File: config.mk
export PLATFORM = sky130hd
export DESIGN_NAME = mem_arbiter_flat
export DESIGN_NICKNAME = d
export VERILOG_FILES = /design/src/rtl/mem_arbiter_pkg.sv /design/src/rtl/mem_arbiter_if.sv /design/src/rtl/mem_arbiter_starve_ctr.sv /design/src/rtl/mem_arbiter.sv /design/src/flat_wrapper.sv
export SDC_FILE = /design/constraint.sdc
export NUM_CORES = 1
export LEC_CHECK = 0
export BUFFER_PORTS_ARGS = -buffer_cell sky130_fd_sc_hd__buf_2
export CAP_MARGIN = 20
export CORE_AREA = 2 2 96 98
export CTS_BUF_LIST = sky130_fd_sc_hd__clkbuf_8
export DETAILED_ROUTE_END_ITERATION = 12
export DIE_AREA = 0 0 98 100
export PLACE_DENSITY = 0.54
export SYNTH_ARGS = -nofsm -noshare
export SYNTH_HDL_FRONTEND = slang
export SYNTH_SLANG_ARGS = --single-unit
File: constraint.sdc
create_clock -name clk -period 6.1 [get_ports clk]
set_input_delay 1.525 -clock clk [delete_from_list [all_inputs] [get_ports clk]]
set_output_delay 1.525 -clock clk [all_outputs]
set_load 0.03 [all_outputs]
File: src/rtl/mem_arbiter_pkg.sv
`default_nettype none
// ============================================================================
// Module   : mem_arbiter_pkg
// Purpose  : Shared definitions for the instruction-fetch / data-access RAM
//            arbiter: default geometry, arbiter state encoding and a helper
//            that sizes the starvation counter.
// Revision : 1.0 - initial release
// ============================================================================
package mem_arbiter_pkg;

    localparam int c_DEF_ADDR_W     = 10;
    localparam int c_DEF_STARVE_MAX = 4;

    // Arbiter states, explicitly encoded in two bits.
    typedef enum logic [1:0] {
        ST_IDLE     = 2'd0,
        ST_WAIT_IF  = 2'd1,
        ST_WAIT_MEM = 2'd2
    } arb_state_t;

    // Bits needed to hold 0..max_val; never less than one bit.
    function automatic int cnt_width(input int max_val);
        return (max_val < 2) ? 1 : $clog2(max_val + 1);
    endfunction

endpackage
`default_nettype wire

File: src/rtl/mem_arbiter_if.sv
`default_nettype none
// ============================================================================
// Module   : mem_arbiter_if
// Purpose  : Bundles the fetch port, data port and RAM port of the arbiter.
// Ports    : fetch  - if_req/if_addr in, if_rdata/if_ready/stall_if out
//            data   - mem_req/mem_we/mem_addr/mem_wdata in,
//                     mem_rdata/mem_ready/mem_err/stall_mem out
//            RAM    - ram_en/ram_we/ram_addr/ram_wdata out, ram_rdata in
//            modport slave  : arbiter view
//            modport master : requester / RAM model view
// Revision : 1.0 - initial release
// ============================================================================
interface mem_arbiter_if
    import mem_arbiter_pkg::*;
#(
    parameter int ADDR_W = c_DEF_ADDR_W
) ();

    logic              if_req;
    logic [31:0]       if_addr;
    logic [31:0]       if_rdata;
    logic              if_ready;
    logic              stall_if;

    logic              mem_req;
    logic              mem_we;
    logic [31:0]       mem_addr;
    logic [31:0]       mem_wdata;
    logic [31:0]       mem_rdata;
    logic              mem_ready;
    logic              mem_err;
    logic              stall_mem;

    logic              ram_en;
    logic              ram_we;
    logic [ADDR_W-1:0] ram_addr;
    logic [31:0]       ram_wdata;
    logic [31:0]       ram_rdata;

    modport slave (
        input  if_req, if_addr,
        input  mem_req, mem_we, mem_addr, mem_wdata,
        input  ram_rdata,
        output if_rdata, if_ready, stall_if,
        output mem_rdata, mem_ready, mem_err, stall_mem,
        output ram_en, ram_we, ram_addr, ram_wdata
    );

    modport master (
        output if_req, if_addr,
        output mem_req, mem_we, mem_addr, mem_wdata,
        output ram_rdata,
        input  if_rdata, if_ready, stall_if,
        input  mem_rdata, mem_ready, mem_err, stall_mem,
        input  ram_en, ram_we, ram_addr, ram_wdata
    );

endinterface
`default_nettype wire

File: src/rtl/mem_arbiter_starve_ctr.sv
`default_nettype none
// ============================================================================
// Module   : starve_ctr
// Purpose  : Counts consecutive data-port wins taken while a fetch waits.
//            Saturates at STARVE_MAX; o_at_max tells the arbiter to let the
//            fetch win the next contested grant.
// Ports    : clk, rst   - clock, asynchronous active-high reset
//            i_inc      - data grant while fetch is requesting
//            i_clr      - fetch grant
//            o_at_max   - count has reached STARVE_MAX
// Revision : 1.0 - initial release
// ============================================================================
module starve_ctr
    import mem_arbiter_pkg::*;
#(
    parameter int STARVE_MAX = c_DEF_STARVE_MAX,
    parameter int CNT_W      = cnt_width(STARVE_MAX)
) (
    input  wire logic clk,
    input  wire logic rst,
    input  wire logic i_inc,
    input  wire logic i_clr,
    output logic      o_at_max
);

    localparam logic [CNT_W-1:0] c_MAX = CNT_W'(STARVE_MAX);

    logic [CNT_W-1:0] r_cnt;

    always_ff @(posedge clk or posedge rst) begin
        if (rst) begin
            r_cnt <= '0;
        end else if (i_clr) begin
            r_cnt <= '0;
        end else if (i_inc && (r_cnt != c_MAX)) begin
            r_cnt <= r_cnt + 1'b1;
        end
    end

    assign o_at_max = (r_cnt == c_MAX);

endmodule
`default_nettype wire

File: src/rtl/mem_arbiter.sv
`default_nettype none
// ============================================================================
// Module   : mem_arbiter
// Purpose  : Shares one single-port synchronous RAM between an instruction
//            fetch port and a data load/store port. The data port normally
//            wins; after STARVE_MAX contested data wins the fetch port is
//            forced through. Each access takes a grant cycle (RAM strobed
//            combinationally) followed by a completion cycle (ready pulse).
// Ports    : clk        - clock
//            rst        - asynchronous active-high reset
//            bus        - mem_arbiter_if.slave (fetch, data and RAM ports)
// Revision : 1.0 - initial release
// ============================================================================
module mem_arbiter
    import mem_arbiter_pkg::*;
#(
    parameter int ADDR_W     = c_DEF_ADDR_W,
    parameter int STARVE_MAX = c_DEF_STARVE_MAX
) (
    input  wire logic     clk,
    input  wire logic     rst,
    mem_arbiter_if.slave  bus
);

    arb_state_t r_state;
    logic       r_if_ready;
    logic       r_mem_ready;
    logic       r_mem_err;

    logic       w_idle;
    logic       w_starved;
    logic       w_grant_mem;
    logic       w_grant_if;
    logic       w_mem_misaligned;
    logic       w_unused;

    // Gating with rst keeps the RAM strobe low during the reset cycle itself.
    assign w_idle           = (r_state == ST_IDLE) && !rst;
    assign w_mem_misaligned = |bus.mem_addr[1:0];

    // Data wins unless the fetch port is both waiting and starved.
    assign w_grant_mem = w_idle && bus.mem_req && !(bus.if_req && w_starved);
    assign w_grant_if  = w_idle && bus.if_req && !w_grant_mem;

    starve_ctr #(
        .STARVE_MAX (STARVE_MAX)
    ) u_starve_ctr (
        .clk      (clk),
        .rst      (rst),
        .i_inc    (w_grant_mem && bus.if_req),
        .i_clr    (w_grant_if),
        .o_at_max (w_starved)
    );

    // RAM port is driven straight from the winning requester in the grant cycle.
    always_comb begin
        bus.ram_en    = w_grant_mem || w_grant_if;
        bus.ram_we    = 1'b0;
        bus.ram_addr  = '0;
        bus.ram_wdata = '0;
        if (w_grant_mem) begin
            // A misaligned store is turned into a harmless read.
            bus.ram_we    = bus.mem_we && !w_mem_misaligned;
            bus.ram_addr  = bus.mem_addr[ADDR_W+1:2];
            bus.ram_wdata = bus.mem_wdata;
        end else if (w_grant_if) begin
            bus.ram_addr  = bus.if_addr[ADDR_W+1:2];
        end
    end

    // Ready/error flags are set on the grant edge, so they are high exactly
    // while the FSM sits in the matching WAIT state.
    always_ff @(posedge clk or posedge rst) begin
        if (rst) begin
            r_state     <= ST_IDLE;
            r_if_ready  <= 1'b0;
            r_mem_ready <= 1'b0;
            r_mem_err   <= 1'b0;
        end else begin
            r_if_ready  <= 1'b0;
            r_mem_ready <= 1'b0;
            r_mem_err   <= 1'b0;
            case (r_state)
                ST_IDLE: begin
                    if (w_grant_mem) begin
                        r_state     <= ST_WAIT_MEM;
                        r_mem_ready <= 1'b1;
                        r_mem_err   <= w_mem_misaligned;
                    end else if (w_grant_if) begin
                        r_state     <= ST_WAIT_IF;
                        r_if_ready  <= 1'b1;
                    end
                end
                default: begin
                    r_state <= ST_IDLE;
                end
            endcase
        end
    end

    assign bus.if_ready  = r_if_ready;
    assign bus.mem_ready = r_mem_ready;
    assign bus.mem_err   = r_mem_err;
    assign bus.if_rdata  = bus.ram_rdata;
    assign bus.mem_rdata = bus.ram_rdata;
    assign bus.stall_if  = bus.if_req  && !r_if_ready  && !rst;
    assign bus.stall_mem = bus.mem_req && !r_mem_ready && !rst;

    // Byte-lane and out-of-range address bits do not select a RAM word.
    assign w_unused = ^{bus.if_addr[31:ADDR_W+2], bus.if_addr[1:0],
                        bus.mem_addr[31:ADDR_W+2]};

endmodule
`default_nettype wire

File: src/flat_wrapper.sv
// flat-port wrapper written by rule: the top's interface ports become plain ports
module mem_arbiter_flat import mem_arbiter_pkg::*;
#(
    parameter int ADDR_W     = c_DEF_ADDR_W,
    parameter int STARVE_MAX = c_DEF_STARVE_MAX
)
  (clk, rst, bus_if_req, bus_if_addr, bus_mem_req, bus_mem_we, bus_mem_addr, bus_mem_wdata, bus_ram_rdata, bus_if_rdata, bus_if_ready, bus_stall_if, bus_mem_rdata, bus_mem_ready, bus_mem_err, bus_stall_mem, bus_ram_en, bus_ram_we, bus_ram_addr, bus_ram_wdata);
  mem_arbiter_if #(.ADDR_W(ADDR_W)) bus_i ();
  input  wire logic clk;
  input  wire logic rst;
  input wire logic [$bits(bus_i.if_req)-1:0] bus_if_req;
  input wire logic [$bits(bus_i.if_addr)-1:0] bus_if_addr;
  input wire logic [$bits(bus_i.mem_req)-1:0] bus_mem_req;
  input wire logic [$bits(bus_i.mem_we)-1:0] bus_mem_we;
  input wire logic [$bits(bus_i.mem_addr)-1:0] bus_mem_addr;
  input wire logic [$bits(bus_i.mem_wdata)-1:0] bus_mem_wdata;
  input wire logic [$bits(bus_i.ram_rdata)-1:0] bus_ram_rdata;
  output wire logic [$bits(bus_i.if_rdata)-1:0] bus_if_rdata;
  output wire logic [$bits(bus_i.if_ready)-1:0] bus_if_ready;
  output wire logic [$bits(bus_i.stall_if)-1:0] bus_stall_if;
  output wire logic [$bits(bus_i.mem_rdata)-1:0] bus_mem_rdata;
  output wire logic [$bits(bus_i.mem_ready)-1:0] bus_mem_ready;
  output wire logic [$bits(bus_i.mem_err)-1:0] bus_mem_err;
  output wire logic [$bits(bus_i.stall_mem)-1:0] bus_stall_mem;
  output wire logic [$bits(bus_i.ram_en)-1:0] bus_ram_en;
  output wire logic [$bits(bus_i.ram_we)-1:0] bus_ram_we;
  output wire logic [$bits(bus_i.ram_addr)-1:0] bus_ram_addr;
  output wire logic [$bits(bus_i.ram_wdata)-1:0] bus_ram_wdata;
  assign bus_i.if_req = bus_if_req;
  assign bus_i.if_addr = bus_if_addr;
  assign bus_i.mem_req = bus_mem_req;
  assign bus_i.mem_we = bus_mem_we;
  assign bus_i.mem_addr = bus_mem_addr;
  assign bus_i.mem_wdata = bus_mem_wdata;
  assign bus_i.ram_rdata = bus_ram_rdata;
  assign bus_if_rdata = bus_i.if_rdata;
  assign bus_if_ready = bus_i.if_ready;
  assign bus_stall_if = bus_i.stall_if;
  assign bus_mem_rdata = bus_i.mem_rdata;
  assign bus_mem_ready = bus_i.mem_ready;
  assign bus_mem_err = bus_i.mem_err;
  assign bus_stall_mem = bus_i.stall_mem;
  assign bus_ram_en = bus_i.ram_en;
  assign bus_ram_we = bus_i.ram_we;
  assign bus_ram_addr = bus_i.ram_addr;
  assign bus_ram_wdata = bus_i.ram_wdata;
  mem_arbiter #(.ADDR_W(ADDR_W), .STARVE_MAX(STARVE_MAX)) u_core (.clk(clk), .rst(rst), .bus(bus_i));
endmodule
Yosys cells after proc, flatten, opt, wreduce, memory -nomap -nowiden
Index checks and enable logic that the tools add are counted.
W data, S select, Z words.
{ "classes": {"n_mux": 16, "addsub": 1, "n_eq_ne": 3, "n_reduce_logical": 23} }
{ "ops": {"columns": ["op", "count"], "rows": [
  ["$mux W32", 1],
  ["$mux W10", 2],
  ["$logic_and A1 B1 Y1", 13],
  ["$mux W1", 8],
  ["$logic_not A1 Y1", 6],
  ["$mux W2", 3],
  ["$mux W3", 2],
  ["$add A3 B1 Y3 const B", 1],
  ["$eq A3 B3 Y1 const B", 1],
  ["$ne A3 B1 Y1 const B", 1],
  ["$ne A3 B3 Y1 const B", 1],
  ["$logic_not A2 Y1", 1],
  ["$reduce_bool A2 Y1", 1],
  ["$reduce_or A2 Y1", 1],
  ["$logic_or A1 B1 Y1", 1]
]} }
{ "totals": {"out_inout_bits": 113, "inputBits": 133, "reg_bits": 8, "elab_cells": 48} }

Depth between registers and ports, before layout
{ "depth": {"ltp_word": 9, "ltp_mapped": 6, "mapped_depth_nobuf": 5} }

By module
From an unflattened synthesis, not the netlist that was laid out.
{ "unflattened": {"cells_unflattened": 152, "hier_area_um2": 1255.0} }
{ "modules_own_cells": {"columns": ["module", "n_inst", "seq_area_each_um2", "area_per_inst_um2", "cells_per_inst"], "rows": [
  ["mem_arbiter", 1, 125.1, 1053.5, 133],
  ["starve_ctr", 1, 75.1, 201.4, 19]
]} }

Worst setup path before layout
No wires, ideal clock.
{ "synth_timing": {"kind": "in2out", "from": "input rst", "to": "output bus_ram_addr[5]", "stages": 4, "required_time_ns": 4.575, "t_arrival_ns": 3.058, "path_slack_ns": 1.517, "path_cell_list": "or4b_4 > a31oi_4 > buf_2 > mux2i_1"} }
{ "synth_via": {"elab_chain_cells": 8} }
{ "synth_rtl": {"columns": ["element", "line", "text"], "rows": [
  ["from (decl)", "flat_wrapper.sv:10", "input wire logic rst;"],
  ["$logic_not A1 Y1 (*)", "mem_arbiter.sv:38", "assign w_idle = (r_state == ST_IDLE) && !rst;"],
  ["$logic_and A1 B1 Y1 (*)", "mem_arbiter.sv:38", null],
  ["$logic_and A1 B1 Y1 (2 in a row)", "mem_arbiter.sv:42", "assign w_grant_mem = w_idle && bus.mem_req && !(bus.if_req && w_starved);"],
  ["$logic_not A1 Y1", "mem_arbiter.sv:43", "assign w_grant_if = w_idle && bus.if_req && !w_grant_mem;"],
  ["$logic_and A1 B1 Y1", "mem_arbiter.sv:43", null],
  ["$mux W10", "mem_arbiter.sv:66", "end else if (w_grant_if) begin"],
  ["$mux W10 (*)", "mem_arbiter.sv:61", "if (w_grant_mem) begin"],
  ["to (decl)", "flat_wrapper.sv:27", "output wire logic [$bits(bus_i.ram_addr)-1:0] bus_ram_addr;"]
]} }
Every way passes the cells marked *; elsewhere a longest branch is shown, timed or not.

Worst setup path in the final report
{ "layout_timing": {"from": "input rst", "to": "output bus_ram_addr[3]"} }
The elaborated chain is that of the path after synthesis.

==> flow_metrics.py <==
metrics = {
    "clocking": {
        "clockRootBuffer": "clkbuf_8",
        "cts_hold_buf": 0,
        "cts_tree": "yes",
        "post_cts_resize_count": 0,
        "cts.sinks": 8,
        "htreeDepth": 1,
        "cts_buffer_depth": 2,
        "path_clk_slew_ps": 40,
        "clkLatencyLatePin_ps": 230,
        "cts_buffers": 3,
        "post-cts-setup-buffer-count": 0,
    },
    "min_path": {
        "min_path_type": "reg2reg",
    },
    "yosys": {
        "synth_top_family_by_area": "buffers and inverters",
        "avgSynthCellArea_um2": 7.709,
        "yosys_warnings": 0,
        "synth_compound_area_frac": 0.04179,
        "muxShareOfSynthArea": 0.07775,
        "synthCells": 167,
        "netlist_area_um2": 1287,
        "synth.distinct_cells": 23,
        "synth_edf_count": 0,
        "synth_fp_nets": 302,
        "ys_seq_area_frac": 0.1555,
        "synth_xor_area_frac": 0,
        "yosys.area_share.simple": 0.2634,
        "ys.flop_type": "dfrtp_1",
        "synth_seq_cells": 8,
        "synth-adder-area-share": 0.01944,
        "synth_async_sr_flop_share": 1.000,
    },
    "timing": {
        "hold_violations": 0,
        "finalSetupTns_ps": 0,
        "skew_ps": 0.1192,
        "setup_viol": 0,
        "slew_headroom": 0.6208,
        "final_max_slew_viol_count": 0,
        "hold_ws_ps": 552.7,
        "fmax_mhz": 203.3,
        "tightestPinTransition_ps": 568.8,
        "period_share": 0.8064,
        "rsz0062_at_grt": "false",
        "fin_crit_ps": 4919,
    },
    "cells_and_area": {
        "fin_nets": 346,
        "antenna_cells": 0,
        "seq_area_um2": 200.2,
        "post-route-util": 0.1706,
        "drive_above_1_share": 0.5598,
        "multi_input_area_um2": 524.3,
        "syn_to_final_growth_pct": 17.78,
        "nFillCells": 1012,
    },
    "power": {
        "vdd_drop_max_v": 0.00005633,
        "power.density_nw_per_um2": 149.5,
        "power_leakage_nw": 0.9090,
    },
    "critical_path": {
        "cp.arrival_ps": 3390,
        "cp.required_ps": 4580,
        "cp-endpoint": "bus_ram_addr[3]",
        "end_kind": "primary output",
        "crit_path_start": "rst",
        "critPathLaunchType": "input pin",
        "cp_max_fo": 27,
        "reg2reg_from": "u_core.r_state[1]$_DFFE_PP0P_",
        "worstRegToRegCells": 4,
        "critical_path_class": "in2out",
        "reg2reg_to": "u_core.u_starve_ctr.r_cnt[1]$_DFFE_PP0P_",
        "r2r_slack_ps": 4150,
    },
    "global_route": {
        "overflow": 0,
        "grt_pass1_wl_um": 4284,
        "grt.total_usage": 0.05377,
        "antenna_found_initial": 0,
        "grt_max_degree": 28,
        "grt_util_met3": 0.02646,
        "use_met2": 0.09905,
        "grt_pass1_vias": 950,
        "met1_usage": 0.04744,
        "busiest_layer": "met2",
    },
    "drt": {
        "ant_nets": 0,
        "wl_per_cell_um": 9.319,
        "route.detailed.drc": 0,
        "vias": 1081,
        "drtIter0Drc": 8,
        "avgViaCountPerCell": 3.378,
        "first_pass_iters": 4,
        "routed_wl_um": 2982,
    },
    "die": {
        "die_x_um": 98,
        "start_util": 0.1448,
        "core_um2": 8890,
        "row_count": 35,
        "ios": 246,
        "die_h_um": 100,
        "die_area_um2": 9800,
    },
    "run": {
        "cap_violations": 0,
    },
    "placement": {
        "hpwl_um": 2434,
        "io_buffers": 107,
        "routabilityCongestion": 0.6712,
    },
    "status": {
        "status": "finished clean",
    },
}
==> where the power goes <==
part           total, mW  switching (mW)  leakage, nW  internal, mW
clock network     0.0623          0.0197       0.0216        0.0426
logic              0.105          0.0640        0.780        0.0410
registers         0.0593         0.00235        0.108        0.0570
==> layer usage <==
metal | up-vias | part of all wire
li1 | 533 | -
met1 | 461 | 0.34
met2 | 64 | 0.50
met3 | 23 | 0.12
met4 | 0 | 0.037
met5 | - | 0
==> worst min-delay path by stage <==
stage | slack [ps] | cells past startpoint | from | to
2_1_floorplan | 520 | 1 | u_core.u_starve_ctr.r_cnt[2]$_DFFE_PP0P_ | u_core.r_state[1]$_DFFE_PP0P_
3_3_place_gp | 530 | 1 | u_core.u_starve_ctr.r_cnt[2]$_DFFE_PP0P_ | u_core.r_state[1]$_DFFE_PP0P_
3_5_place_dp | 540 | 1 | u_core.u_starve_ctr.r_cnt[2]$_DFFE_PP0P_ | u_core.r_state[1]$_DFFE_PP0P_
4_1_cts | 550 | 1 | u_core.u_starve_ctr.r_cnt[2]$_DFFE_PP0P_ | u_core.r_state[1]$_DFFE_PP0P_
5_1_grt | 560 | 1 | u_core.u_starve_ctr.r_cnt[2]$_DFFE_PP0P_ | u_core.r_state[1]$_DFFE_PP0P_
6_report | 550 | 1 | u_core.u_starve_ctr.r_cnt[2]$_DFFE_PP0P_ | u_core.r_state[1]$_DFFE_PP0P_
==> metrics by stage <==
step	instance area, µm²	worst slack [ps]	power [mW]	std cells
2_1_floorplan	1287	1517	0.2053	167
3_3_place_gp	1475	1187	0.1651	317
3_5_place_dp	1475	1154	0.1662	317
4_1_cts	1516	1146	0.2304	320
5_1_grt	1516	1026	0.2413	320
6_report	1516	1181	0.2267	320
==> placed cells by master (no fill, tap or decap), types with 2 or more instances in the layout <==
cell and count:
ha_1 2, o21ai_0 2, and2_1 32, buf_2 107, nor2_1 6, clkbuf_8 3, dfrtp_1 8, nand2_1 11
mux2i_1 10, inv_1 13, nor3b_1 3
==> cells in the mapped netlist (2+ instances only) <==
cell type,instances,area (µm²)
and2_1,32,200.2
buf_2,2,10.01
buf_4,64,480.5
buf_6,2,22.52
clkbuf_1,2,7.510
dfrtp_1,8,200.2
ha_1,2,25.02
inv_1,13,48.80
mux2i_1,10,100.1
nand2_1,11,41.29
nor2_1,6,22.52
nor3b_1,3,22.52
o21ai_0,2,10.01
==> cell families (layout without fill, tap and decap cells) <==
kind of cell	after synthesis	count (layout)
AOI/OAI and AO/OA	6	6
adders and majority gates	2	2
and+or+nand+nor	58	58
buffers and inverters	83	125
DFF	8	8
muxes	10	10
==> critical path: stages <==
cell and delay [ps]:
buf_2 140, or4b_4 560, a31oi_4 490, buf_12 250
mux2i_1 200, buf_2 220
==> registers in the layout, indices dropped and copies added (netlist names) <==
| register | flops |
|---|---|
| u_core.u_starve_ctr.r_cnt | 3 |
| u_core.bus.if_ready | 1 |
| u_core.bus.mem_ready | 1 |
| u_core.r_state | 2 |
| u_core.bus.mem_err | 1 |
==> final cells by class <==
class,count,area share
Inverter,13,0.03218
Sequential cell,8,0.1320
Clock buffer,3,0.02723
Multi-Input combinational cell,76,0.3457
Timing Repair Buffer,109,0.3713
Tap cell,111,0.09158
Note: power is estimated with default switching activity, not from simulation.
